File: config.mk
export PLATFORM = sky130hd
export DESIGN_NAME = ctrl_pipe
export DESIGN_NICKNAME = d
export VERILOG_FILES = /design/src/rtl/ctrl_pipe.sv
export SDC_FILE = /design/constraint.sdc
export NUM_CORES = 1
export LEC_CHECK = 0
export CAP_MARGIN = 25
export CORE_ASPECT_RATIO = 0.9
export CORE_UTILIZATION = 57
export CTS_CLUSTER_SIZE = 28
export DETAILED_ROUTE_END_ITERATION = 12
export DONT_BUFFER_PORTS = 1
export GPL_TIMING_DRIVEN = 0
export PLACE_DENSITY = 0.8
export SLEW_MARGIN = 10
export SYNTH_ARGS = -nofsm -noshare
export SYNTH_HDL_FRONTEND = slang
export SYNTH_SLANG_ARGS = --single-unit
File: constraint.sdc
create_clock -name clock -period 2.5 [get_ports clock]
set_input_delay 0.5 -clock clock [delete_from_list [all_inputs] [get_ports clock]]
set_output_delay 0.5 -clock clock [all_outputs]
set_load 0.02 [all_outputs]
File: src/rtl/ctrl_pipe.sv
// Pipelined control unit: decodes the FD opcode once into a one-hot control word and
// carries it through DX/XM/MW/WB, with load-use stall, branch flush and mul/div hold in XM.
module ctrl_pipe #(
  parameter int unsigned MD_LAT = 17,
  parameter int unsigned MD_EN  = 1,
  parameter int unsigned OP_W   = 5
) (
  input  logic            clock,
  input  logic            reset,
  input  logic [OP_W-1:0] fd_opcode,
  input  logic [4:0]      fd_aluop,
  input  logic            fd_valid,
  input  logic            fd_stall,
  input  logic            flush,
  output logic            hold_fd,
  output logic            md_busy,
  output logic            md_start,
  output logic            dx_valid,
  output logic            xm_valid,
  output logic            mw_valid,
  output logic            wb_valid,
  output logic            dx_reg_b_choose,
  output logic            dx_is_bex,
  output logic            xm_choose_alu_B,
  output logic            xm_alu_addi,
  output logic            xm_alu_sub,
  output logic            xm_is_jump,
  output logic            xm_is_bne,
  output logic            xm_is_blt,
  output logic            xm_is_jal,
  output logic            xm_is_jr,
  output logic            xm_is_setx,
  output logic            xm_is_bex,
  output logic [4:0]      xm_aluop,
  output logic            mw_wren_dmem,
  output logic            mw_wren_reg_d,
  output logic            wb_wren_reg_d,
  output logic            wb_choose_reg_din,
  output logic            wb_is_jal,
  output logic            wb_is_setx
);

  localparam int unsigned CntW = $clog2(MD_LAT + 1);
  localparam logic [CntW-1:0] LatC  = CntW'(MD_LAT);
  localparam logic [CntW-1:0] LatM1 = CntW'(MD_LAT - 1);

  localparam int unsigned IAlu  = 0;
  localparam int unsigned IJ    = 1;
  localparam int unsigned IBne  = 2;
  localparam int unsigned IJal  = 3;
  localparam int unsigned IJr   = 4;
  localparam int unsigned IAddi = 5;
  localparam int unsigned IBlt  = 6;
  localparam int unsigned ISw   = 7;
  localparam int unsigned ILw   = 8;
  localparam int unsigned ISetx = 9;
  localparam int unsigned IBex  = 10;

  typedef struct packed {
    logic [10:0] oh;
    logic [4:0]  aluop;
    logic        valid;
  } stage_t;

  typedef enum logic [0:0] {StIdle, StBusy} md_state_e;

  stage_t dx_q, dx_d, xm_q, xm_d, mw_q, mw_d, wb_q, wb_d;
  stage_t fd_word;
  md_state_e state_q, state_d;
  logic [CntW-1:0] cnt_q, cnt_d;
  logic start_q, start_d;
  logic hi_bits;
  logic unused_wb;

  function automatic logic is_md(stage_t s);
    return (MD_EN != 0) && s.valid && s.oh[IAlu] && (s.aluop[4:1] == 4'b0011);
  endfunction

  // Opcode bits above [4:0] force a nop.
  if (OP_W > 5) begin : g_hi
    assign hi_bits = |fd_opcode[OP_W-1:5];
  end else begin : g_no_hi
    assign hi_bits = 1'b0;
  end

  always_comb begin
    fd_word       = '0;
    fd_word.aluop = fd_aluop;
    fd_word.valid = fd_valid;
    if (!hi_bits) begin
      case (fd_opcode[4:0])
        5'b00000: fd_word.oh[IAlu]  = 1'b1;
        5'b00001: fd_word.oh[IJ]    = 1'b1;
        5'b00010: fd_word.oh[IBne]  = 1'b1;
        5'b00011: fd_word.oh[IJal]  = 1'b1;
        5'b00100: fd_word.oh[IJr]   = 1'b1;
        5'b00101: fd_word.oh[IAddi] = 1'b1;
        5'b00110: fd_word.oh[IBlt]  = 1'b1;
        5'b00111: fd_word.oh[ISw]   = 1'b1;
        5'b01000: fd_word.oh[ILw]   = 1'b1;
        5'b10101: fd_word.oh[ISetx] = 1'b1;
        5'b10110: fd_word.oh[IBex]  = 1'b1;
        default: ;
      endcase
    end
  end

  always_comb begin
    dx_d    = dx_q;
    xm_d    = xm_q;
    mw_d    = mw_q;
    wb_d    = mw_q;
    state_d = state_q;
    cnt_d   = cnt_q;
    start_d = 1'b0;
    if (md_busy) begin
      mw_d = '0;
    end else begin
      mw_d = xm_q;
      if (flush) begin
        dx_d = '0;
        xm_d = '0;
      end else if (fd_stall) begin
        xm_d = '0;
      end else begin
        xm_d    = dx_q;
        dx_d    = fd_word;
        start_d = is_md(dx_q);
      end
    end
    unique case (state_q)
      StIdle: begin
        if (start_d && (MD_LAT > 1)) begin
          state_d = StBusy;
          cnt_d   = CntW'(1);
        end
      end
      StBusy: begin
        cnt_d = cnt_q + CntW'(1);
        if (cnt_q == LatM1) state_d = StIdle;
      end
      default: state_d = StIdle;
    endcase
  end

  always_ff @(posedge clock or negedge reset) begin
    if (!reset) begin
      dx_q    <= '0;
      xm_q    <= '0;
      mw_q    <= '0;
      wb_q    <= '0;
      state_q <= StIdle;
      cnt_q   <= '0;
      start_q <= 1'b0;
    end else begin
      dx_q    <= dx_d;
      xm_q    <= xm_d;
      mw_q    <= mw_d;
      wb_q    <= wb_d;
      state_q <= state_d;
      cnt_q   <= cnt_d;
      start_q <= start_d;
    end
  end

  assign md_busy  = (state_q == StBusy) && (cnt_q < LatC);
  assign md_start = start_q;
  assign hold_fd  = fd_stall | md_busy;

  assign dx_valid = dx_q.valid;
  assign xm_valid = xm_q.valid;
  assign mw_valid = mw_q.valid;
  assign wb_valid = wb_q.valid;

  assign dx_reg_b_choose = dx_q.valid & (dx_q.oh[ISw] | dx_q.oh[IBne] | dx_q.oh[IBlt]
                                         | dx_q.oh[IJr]);
  assign dx_is_bex       = dx_q.valid & dx_q.oh[IBex];

  assign xm_choose_alu_B = xm_q.valid & (xm_q.oh[IAddi] | xm_q.oh[ILw] | xm_q.oh[ISw]);
  assign xm_alu_addi     = xm_choose_alu_B;
  assign xm_alu_sub      = xm_q.valid & (xm_q.oh[IBlt] | xm_q.oh[IBne] | xm_q.oh[IBex]);
  assign xm_is_jump      = xm_q.valid & (xm_q.oh[IJ] | xm_q.oh[IJal] | xm_q.oh[IJr]);
  assign xm_is_bne       = xm_q.valid & xm_q.oh[IBne];
  assign xm_is_blt       = xm_q.valid & xm_q.oh[IBlt];
  assign xm_is_jal       = xm_q.valid & xm_q.oh[IJal];
  assign xm_is_jr        = xm_q.valid & xm_q.oh[IJr];
  assign xm_is_setx      = xm_q.valid & xm_q.oh[ISetx];
  assign xm_is_bex       = xm_q.valid & xm_q.oh[IBex];
  assign xm_aluop        = xm_q.valid ? xm_q.aluop : 5'd0;

  assign mw_wren_dmem  = mw_q.valid & mw_q.oh[ISw];
  assign mw_wren_reg_d = mw_q.valid & (mw_q.oh[IAlu] | mw_q.oh[IAddi] | mw_q.oh[ILw]
                                       | mw_q.oh[IJal] | mw_q.oh[ISetx]);

  assign wb_wren_reg_d     = wb_q.valid & (wb_q.oh[IAlu] | wb_q.oh[IAddi] | wb_q.oh[ILw]
                                           | wb_q.oh[IJal] | wb_q.oh[ISetx]);
  assign wb_choose_reg_din = wb_q.valid & wb_q.oh[ILw];
  assign wb_is_jal         = wb_q.valid & wb_q.oh[IJal];
  assign wb_is_setx        = wb_q.valid & wb_q.oh[ISetx];

  // WB only drives a few controls; the remaining word bits are intentionally dropped.
  assign unused_wb = ^wb_q;

endmodule

**Yosys cells after proc, flatten, opt, wreduce, memory -nomap -nowiden**

Cells that the tools add are included.

- Add/subtract/negate cells: 1
- Order comparisons: 1
- Equal/unequal tests: 14
- Mux-type cells: 25
- Bitwise logic cells: 37
- Reduce and logical (&&, ||, !) cells: 5

Operators by type and width:

| operator | number |
|---|---|
| 17-bit 2-to-1 mux | 4 |
| 5-bit by 3-bit equality test with 1-bit output (second input constant) | 4 |
| 1-bit OR | 18 |
| 1-bit bitwise AND | 17 |
| 1-bit 2-to-1 mux | 16 |
| 16-bit 2-to-1 mux | 1 |
| 5-bit equality test (second input constant) | 3 |
| 5-bit by 2-bit equality test with 1-bit output (second input constant) | 2 |
| 5-bit 2-to-1 mux | 2 |
| 5-bit one-hot mux with 2 select lines | 1 |
| 5-bit by 1-bit adder with 5-bit output (second input constant) | 1 |
| 5-bit by 1-bit equality test with 1-bit output (second input constant) | 1 |
| 5-bit by 4-bit equality test with 1-bit output (second input constant) | 1 |
| 5-bit zero test | 1 |
| 5-bit less-than comparator (second input constant) | 1 |
| 4-bit by 2-bit equality test with 1-bit output (second input constant) | 1 |
| 1-bit logical AND | 3 |
| 2-bit by 1-bit inequality test with 1-bit output (second input constant) | 1 |
| 2-bit inequality test (second input constant) | 1 |
| 1-bit inverter | 2 |
| 1-bit one-hot mux with 2 select lines | 1 |
| 2-bit AND reduction | 1 |

- Register bits: 63
- Input port bits: 15
- Output and inout bits: 30
- Logic and storage cells: 96

**Longest topological paths before layout**

Gate-level depths: netlist of run 1.

- Depth after elaboration: 7
- Mapped depth: 5
- Mapped depth without buffers: 4

**Least setup slack after synthesis of run 1**

OpenSTA, ideal clock, no wires.

- Path kind: register -> output
- Start: register cnt_q[0]
- End: output port md_busy
- Data arrival time: 1414 ps
- Required time: 2000 ps
- Setup slack: 586 ps
- Stages on the path, launching flop included: 5
- Path buffers: 1
- Path through: dfrtp_1 -> o41ai_4 -> nand2_4 -> buf_6 -> inv_1

- Longest elaborated chain between the ends: 2

Ends and longest elaborated chain:

| what | RTL line | text |
|---|---|---|
| start: declaration | 70 | `logic [CntW-1:0] cnt_q, cnt_d;` |
| start signal: assignment | 161 | `cnt_q <= cnt_d;` |
| 5-bit less-than comparator | 166 | `assign md_busy = (state_q == StBusy) && (cnt_q < LatC);` |
| 1-bit logical AND | 166 |  |
| end: declaration | 16 | `output logic md_busy,` |

No other way between the ends.

**Worst setup path in the final report of run 1**

- Start: register cnt_q[2]
- End: output port md_busy

Same word-level chain as after synthesis.

==> results of run 1 <==
-- worst register-to-register path, stage by stage, from the launching register on --
cell and delay [ns]:
dfrtp_1 0.57, nand4b_1 0.17, nor3b_1 0.77, o211ai_1 0.22
-- how the worst max path moves through the flow --
stage / slack [ns] / cells past startpoint / end
after floorplan: 0.59 / 4 / md_busy
after global placement: 0.43 / 4 / md_busy
after detailed placement: 0.43 / 4 / md_busy
after CTS: 0.07 / 4 / md_busy
after global routing: 0.06 / 5 / md_busy
final: 0.18 / 5 / md_busy
-- report_power, final --
part	switching (mW)	total, mW	internal, mW
Clock	0.294	0.502	0.208
Combinational	0.0457	0.0749	0.0292
Sequential	0.0145	0.901	0.886
-- final cells by class --
type	instances	area share, %
repair buffers	2	1.312
multi-input cells	135	36.08
plain buffers	10	2.296
clock buffers	5	2.577
clock inverters	3	1.078
inverters	27	3.796
flip-flops and latches	54	50.61
well taps	48	2.249
-- layout by cell type (no fill, tap or decap), drive strengths merged, types with 2 or more instances in the layout --
cell,n
nor3b,5
o21a,4
dfrtp,54
nand3,5
and3b,2
buf,6
nor2b,2
mux2i,22
a31oi,3
nand4,3
a21oi,6
nor4b,2
or4,3
inv,28
nor2,15
nand2,25
and2,7
ha,2
mux2,6
clkinv,2
a32o,6
nand2b,2
clkbuf,11
-- state kept, by name (all words and copies together), names as in the netlist, 5 cells and up --
register  flops
wb_q          5
cnt_q         5
mw_q          6
dx_q         16
xm_q         16
-- kinds of logic (layout without fill, tap and decap cells) --
family / Yosys count / count (layout)
buffers and inverters: 37 / 47
and+or+nand+nor: 77 / 77
AOI/OAI and AO/OA: 28 / 28
muxes: 28 / 28
adders and majority gates: 2 / 2
DFF: 54 / 54
-- through the flow --
stage	utilization (%)	power [mW]	cell area (um^2)	setup slack (ns)	std cells
finish	64.67	1.478	2670	0.1837	284
global route	64.67	1.542	2670	0.06243	284
CTS	64.48	1.494	2663	0.06899	283
detailed placement	61.45	0.9725	2537	0.4324	274
global placement	61.45	0.9712	2537	0.4346	274
floorplan	-	0.9602	2477	0.5857	226
-- repair_timing --
| action | in CTS | in global routing |
|---|---|---|
| setup endpoints to repair | 0 | 2 |
| hold buffers | 1 | 0 |
| setup buffers | 0 | 1 |
| endpoints found under the hold margin | 54 | 0 |
-- metal layers --
metal / global-route usage (%) / wire length (um) / up-vias
met4: 9.559 / 91 / 0
met2: 30.48 / 2064 / 43
met1: 30.44 / 2096 / 811
met3: 5.910 / 220 / 9
li1: - / - / 786
met5: 0 / 0 / -
==> summary.md, run 1 <==
| Metric | Value |
|---|---|
| Setup CP Type | flip-flop to output port |
| Nets | ~250 |
| Die Footprint | between 4000 and 5000 um^2 |
| Post-synth design cell area | about 2500 um^2 |
| Minimum clock period | between 2 and 2.5 ns |
| Register Area | approximately 1400 um^2 |
| H-tree depth | 2 |
| Clock buffer count from CTS | 5 |
| Yosys warns | 0 |
| IO Pins | between 40 and 50 |
| Antenna viol nets, final | 0 |
| Core ar. | between 4000 and 5000 um^2 |
| Pwr Density | around 550 nW/um^2 |
| Post-synth top flop | dfrtp_1 |
| Gpl congestion | about 0.77 |
| Commonest cells in the synthesized netlist | 54 x dfrtp_1, 27 x inv_1, 24 x nand2_1 |
| Worst VDD drop | approximately 400 uV |
| Detailed placement HPWL | 3151 um |
| DR vias/cell | 5.806 |
| Final Hold Fails | 0 |
| Max Clock Skew | 0.006923 ns |
| Worst-path fanout max | 10 |
| Post-synth EDFFs | 0 |
| CTS Root Cell | clkbuf_8 |
| Slowest cell on crit path | o41ai_4 |
| Final Setup Violations | 0 |
| Hold WS | 0.03488 ns |
| Rel. slew slack | 39.88% |
| Vias in the first global route | ~1,500 |
| Global-route wire length before repair | approximately 7400 um |
| R2R cell count | 3 |
| Vias post-DR | roughly 1,600 |
| Syn Nets | approximately 240 |
| Grt total ovfl | 0 |
| FF-to-FF setup slack | between 0.6 and 0.7 ns |
| Xor and xnor area share after synthesis | 0% |
| Unrepaired setup endpoints after global routing | false |
| WP buf/inv | 3 |
| Fmax | ~430 MHz |
| Worst R2R Start | dx_valid |
| Max Slew Vio Count | 0 |
| Multi-input logic area | 963.4 um^2 |
| Sequential share of the synthesized area | between 50 and 60% |
| Crit end category | output port |
| Yosys top cell area share | 54.55% |
| Ys async rst share | 100.0% |
| Global Route Usage Sum | between 20% and 30% |
| Synth Area in Simple Gates | between 10% and 20% |
| Initial antenna violation count | 0 |
| CTS resizes | 0 |
| Max Cap Viol | 0 |
| TNS Setup | 0 ns |
| Status | complete, no violations |
| Post-Synth Adder-Cell Area | under 10% |
| Die X | approximately 71 um |
| Top-count cell post-synth | dfrtp_1 |
| Layout cell share with drive strength beyond 1 | roughly a tenth |
| Post-synth top area cell | dfrtp_1 |
| Initial DRT Pass Iterations | 6 |
| Main combinational cell family by area after synthesis | simple AND/OR/NAND/NOR gates |
| Yosys reg bits | 54 |
| Initial Utilization | approximately three fifths |
| Fillcell total | between 300 and 400 |
| Final period utilization | between 90% and 100% |
| Synth Area in Compound Gates | under 10% |
| HP Class | input port to asynchronous set/reset pin |
| Avg Inst Size Synth | roughly 11 um^2 |
| CP Launch Point | cnt_q[2] |
| Die height | around 65 um |
| Synth top area cells | dfrtp_1 55%, mux2i_1 8.9%, inv_1 4.1%, nand2_1 3.6%, mux2_2 2.7% |
| Post-Route WL | about 4500 um |
| Leakage power | 1.367 nW |
| Area delta synth->final | 7.778% |
| Post-synth cell types | 40 |
| R2r endpoint | cnt_q[4] |
| Crit-path cells | clkbuf_2, o41ai_4, nand2_4, buf_6, inv_1 |
| Post-Synthesis Cells | between 200 and 250 |
| Worst path top cell family by delay | buffers and inverters |
| Initial DRC Count | a little over 90 |
| Clock transition at path regs | approximately 0.10 ns |
| Mux cell area share after synthesis | between 10% and 20% |
| CTS tree | done |
| Num rows | 22 |
| WP data arrival | 1.82 ns |
| Worst skew pair latency | a little over 0.3 ns |
| DRC Markers | 0 |
| Worst slew pin tran | around 0.9 ns |
| TritonCTS Sinks | 54 |
| Ant. Diodes | 0 |
| Worst path max stage delay | between 0.4 and 0.5 ns |
| WL per Instance | around 16 um |
| Crit path required time | ~2.0 ns |
| Crit start category | flip-flop |
| I/O Buffers | 0 |
| CTS Buffer Depth | 2 |
| Largest net degree at the start of global routing | 55 |
Power figures use the tool's default switching activity.
==> inputs of run 2 (changes only) <==
Settings changed: ABC_AREA set to 1.
Clock period 2.5 ns to 2.3 ns, I/O delays scaled along.
==> run 2 against run 1 <==
Net effect:
- final cell count grew 23%
- die area grew 3.1%
- clock power grew 2%
- global-route usage grew 0.72 points
- flip-flop and latch count is the same
- worst hold slack lost 0.022 ns
- setup slack lost 0.054 ns
- critical path depth shrank 2
- highest routed layer unchanged
==> summary.md, run 2 <==
| Metric | Value |
|---|---|
| Status | complete, no violations |
| Worst slew pin tran | 0.6038 ns (-0.2960 ns) |
| Initial DRT Pass Iterations | 4 (-2) |
| HP Class | input port to asynchronous set/reset pin |
| Worst VDD drop | 301.0 uV (-25%) |
| Commonest cells in the synthesized netlist | 71 x nand2_1, 54 x dfrtp_1, 47 x inv_1 |
| Layout cell share with drive strength beyond 1 | 16.67% (+6.1 points) |
| Initial Utilization | 61.12% (+1.1 points) |
| Final Setup Violations | 0 (unchanged) |
| Nets | 306 (+21%) |
| Yosys reg bits | 54 (unchanged) |
| CTS Buffer Depth | 2 (unchanged) |
| Unrepaired setup endpoints after global routing | false |
| Ant. Diodes | 0 (unchanged) |
| Gpl congestion | 0.8034 (+4.7%) |
| Clock buffer count from CTS | 5 (unchanged) |
| Largest net degree at the start of global routing | 55 (unchanged) |
| Area delta synth->final | 7.241% |
| Final Hold Fails | 0 (unchanged) |
| Initial DRC Count | 115 (+26%) |
| I/O Buffers | 0 (unchanged) |
| Post-synth top area cell | dfrtp_1 |
| Fmax | about 460 MHz |
| Vias post-DR | 1,823 (+11%) |
| Max Clock Skew | 0.009108 ns (+0.002185 ns) |
| Pwr Density | 574.1 nW/um^2 (+3.7%) |
| Worst skew pair latency | 0.30 ns (about the same) |
| Rel. slew slack | 59.56% (+20 points) |
| Core ar. | 4184 um^2 (+1.3%) |
| Detailed placement HPWL | 3392 um (+7.6%) |
| Post-Synthesis Cells | 281 (+24%) |
| CTS resizes | 0 (unchanged) |
| Die height | 65.55 um (+1.5%) |
| Final period utilization | 94.37% |
| Crit end category | output port |
| Worst-path fanout max | 4 (-6) |
| Num rows | 22 (unchanged) |
| WL per Instance | 13.37 um (-15%) |
| DRC Markers | 0 (unchanged) |
| Ys async rst share | 100.0% (unchanged) |
| Top-count cell post-synth | nand2_1 |
| Post-Route WL | 4652 um (+4.0%) |
| DP Worst Slack | 0.4759 ns (+0.04353 ns) |
| Sequential share of the synthesized area | 52.84% (-1.7 points) |
| Leakage power | 1.473 nW (+7.8%) |
| DR vias/cell | 5.239 (-9.8%) |
| CTS tree | done |
| Synth top area cells | dfrtp_1 53%, nand2_1 10%, inv_1 6.9%, nand3_1 4.1%, o21ai_2 3.4% |
| Crit start category | flip-flop |
| Initial antenna violation count | 0 (unchanged) |
| TritonCTS Sinks | 54 (unchanged) |
| Yosys warns | 0 (unchanged) |
| Max Slew Vio Count | 0 (unchanged) |
| Post-synth cell types | 31 (-23%) |
| Die X | 72.61 um (+1.6%) |
| TNS Setup | 0 ns (unchanged) |
| Die Footprint | 4759 um^2 (+3.1%) |
| Setup CP Type | flip-flop to output port |
| WP data arrival | 1.71 ns (-0.11 ns) |
| Grt total ovfl | 0 (unchanged) |
| Syn Nets | 298 (+23%) |
| CTS Root Cell | clkbuf_8 |
| Most frequent cells in the layout | 71 x nand2_1, 54 x dfrtp_1, 47 x inv_1, 21 x nand3_1, 15 x nor2_1 |
| Most common cell after layout, fill and taps aside | nand2_1 |
| H-tree depth | 2 (unchanged) |
| Largest regs | dx_q (16), xm_q (16), mw_q (6) |
| IO Pins | 45 (unchanged) |
| Crit path required time | 1.84 ns (-0.16 ns) |
| Post-synth top flop | dfrtp_1 |
| Antenna viol nets, final | 0 (unchanged) |
| Final worst setup slack | 0.1295 ns (-0.05417 ns) |
| Vias in the first global route | 1,655 (+7.7%) |
| Yosys top cell area share | 52.84% (-1.7 points) |
| Clock transition at path regs | 0.09 ns (about the same) |
| Post-synth EDFFs | 0 (unchanged) |
| Avg Inst Size Synth | 9.101 um^2 (-17%) |
| Minimum clock period | around 2.2 ns |
| Max Cap Viol | 0 (unchanged) |
| Global-route wire length before repair | 7886 um (+6.8%) |
| Post-synth design cell area | 2557 um^2 (+3.2%) |
| Global Route Usage Sum | 22.03% (+0.72 points) |
run 2: cell count changes after synthesis, moves of 6 or more:
cell / delta
nand3_2: +8
mux2i_1: -22
nand3_1: +16
o21ai_0: +9
o21ai_2: +10
a32o_1: -6
inv_1: +20
nand2_1: +47
mux2_2: -6
and2_1: -7
run 2: metal layers:
metal,GRT usage [%],vias up,wire length (um)
li1,-,888,-
met1,29.60,867,2193
met2,34.23,59,2097
met3,6.135,9,276
met4,7.843,0,85
met5,0,-,0
run 2: area by class of cell:
class                   instances  area [um^2]
clock buffers                   6        82.58
fillers                       334         1441
well taps                      60        75.07
plain buffers                   9        93.84
multi-input cells             169        928.4
flip-flops and latches         54         1351
inverters                      49        183.9
repair buffers                  1        27.53
run 2: worst max-delay path: stages, from the launching register on:
cell	delay, ns
dfrtp_1	0.52
inv_1	0.15
a31oi_1	0.49
buf_4	0.25
run 2: path summary, 6_finish.rpt:
kind / start / end / slack (ns) / depth (start not counted)
min reg2reg: mw_q[9] / wb_q[9] / 0.37 / 0
min: reset / xm_q[9] / 0.01 / 1
min in group clock: fd_aluop[3] / dx_q[4] / 0.28 / 2
max reg2reg: cnt_q[0] / xm_q[3] / 0.93 / 8
max in group asynchronous: reset / mw_valid / 2.07 / 1
max: xm_valid / xm_choose_alu_B / 0.13 / 3
run 2: logic make-up after synthesis:
group                      count (synthesis)  share of synthesized area (%)
xor gates and xnor gates                   1                         0.3425
buffers and inverters                     58                          10.86
DFF                                       54                          52.84
AOI/OAI and AO/OA                         32                          8.659
and+or+nand+nor                          134                          26.32
adders and majority gates                  2                         0.9783
run 2: report_power, final:
part / leakage, nW / internal [mW] / total (mW) / switching, mW
Combinational: 0.692 / 0.0286 / 0.0894 / 0.0609
Clock: 0.0431 / 0.233 / 0.510 / 0.277
Sequential: 0.738 / 0.962 / 0.976 / 0.0138
Total: 1.47 / 1.22 / 1.57 / 0.352
run 2: metrics by stage:
stage / hold slack [ns] / power (mW) / instance area (um^2) / instances / utilization [%]
floorplan: 0.1644 / 1.048 / 2557 / 281 / -
global placement: 0.1656 / 1.059 / 2633 / 341 / 62.92
detailed placement: 0.1657 / 1.062 / 2633 / 341 / 62.92
CTS: 0.01698 / 1.583 / 2743 / 348 / 65.55
global route: 0.01368 / 1.640 / 2743 / 348 / 65.55
finish: 0.01244 / 1.575 / 2743 / 348 / 65.55
run 2: repair_timing:
action,in CTS,in global routing
hold buffers,1,0
endpoints found under the hold margin,54,0
buffers inserted,0,0
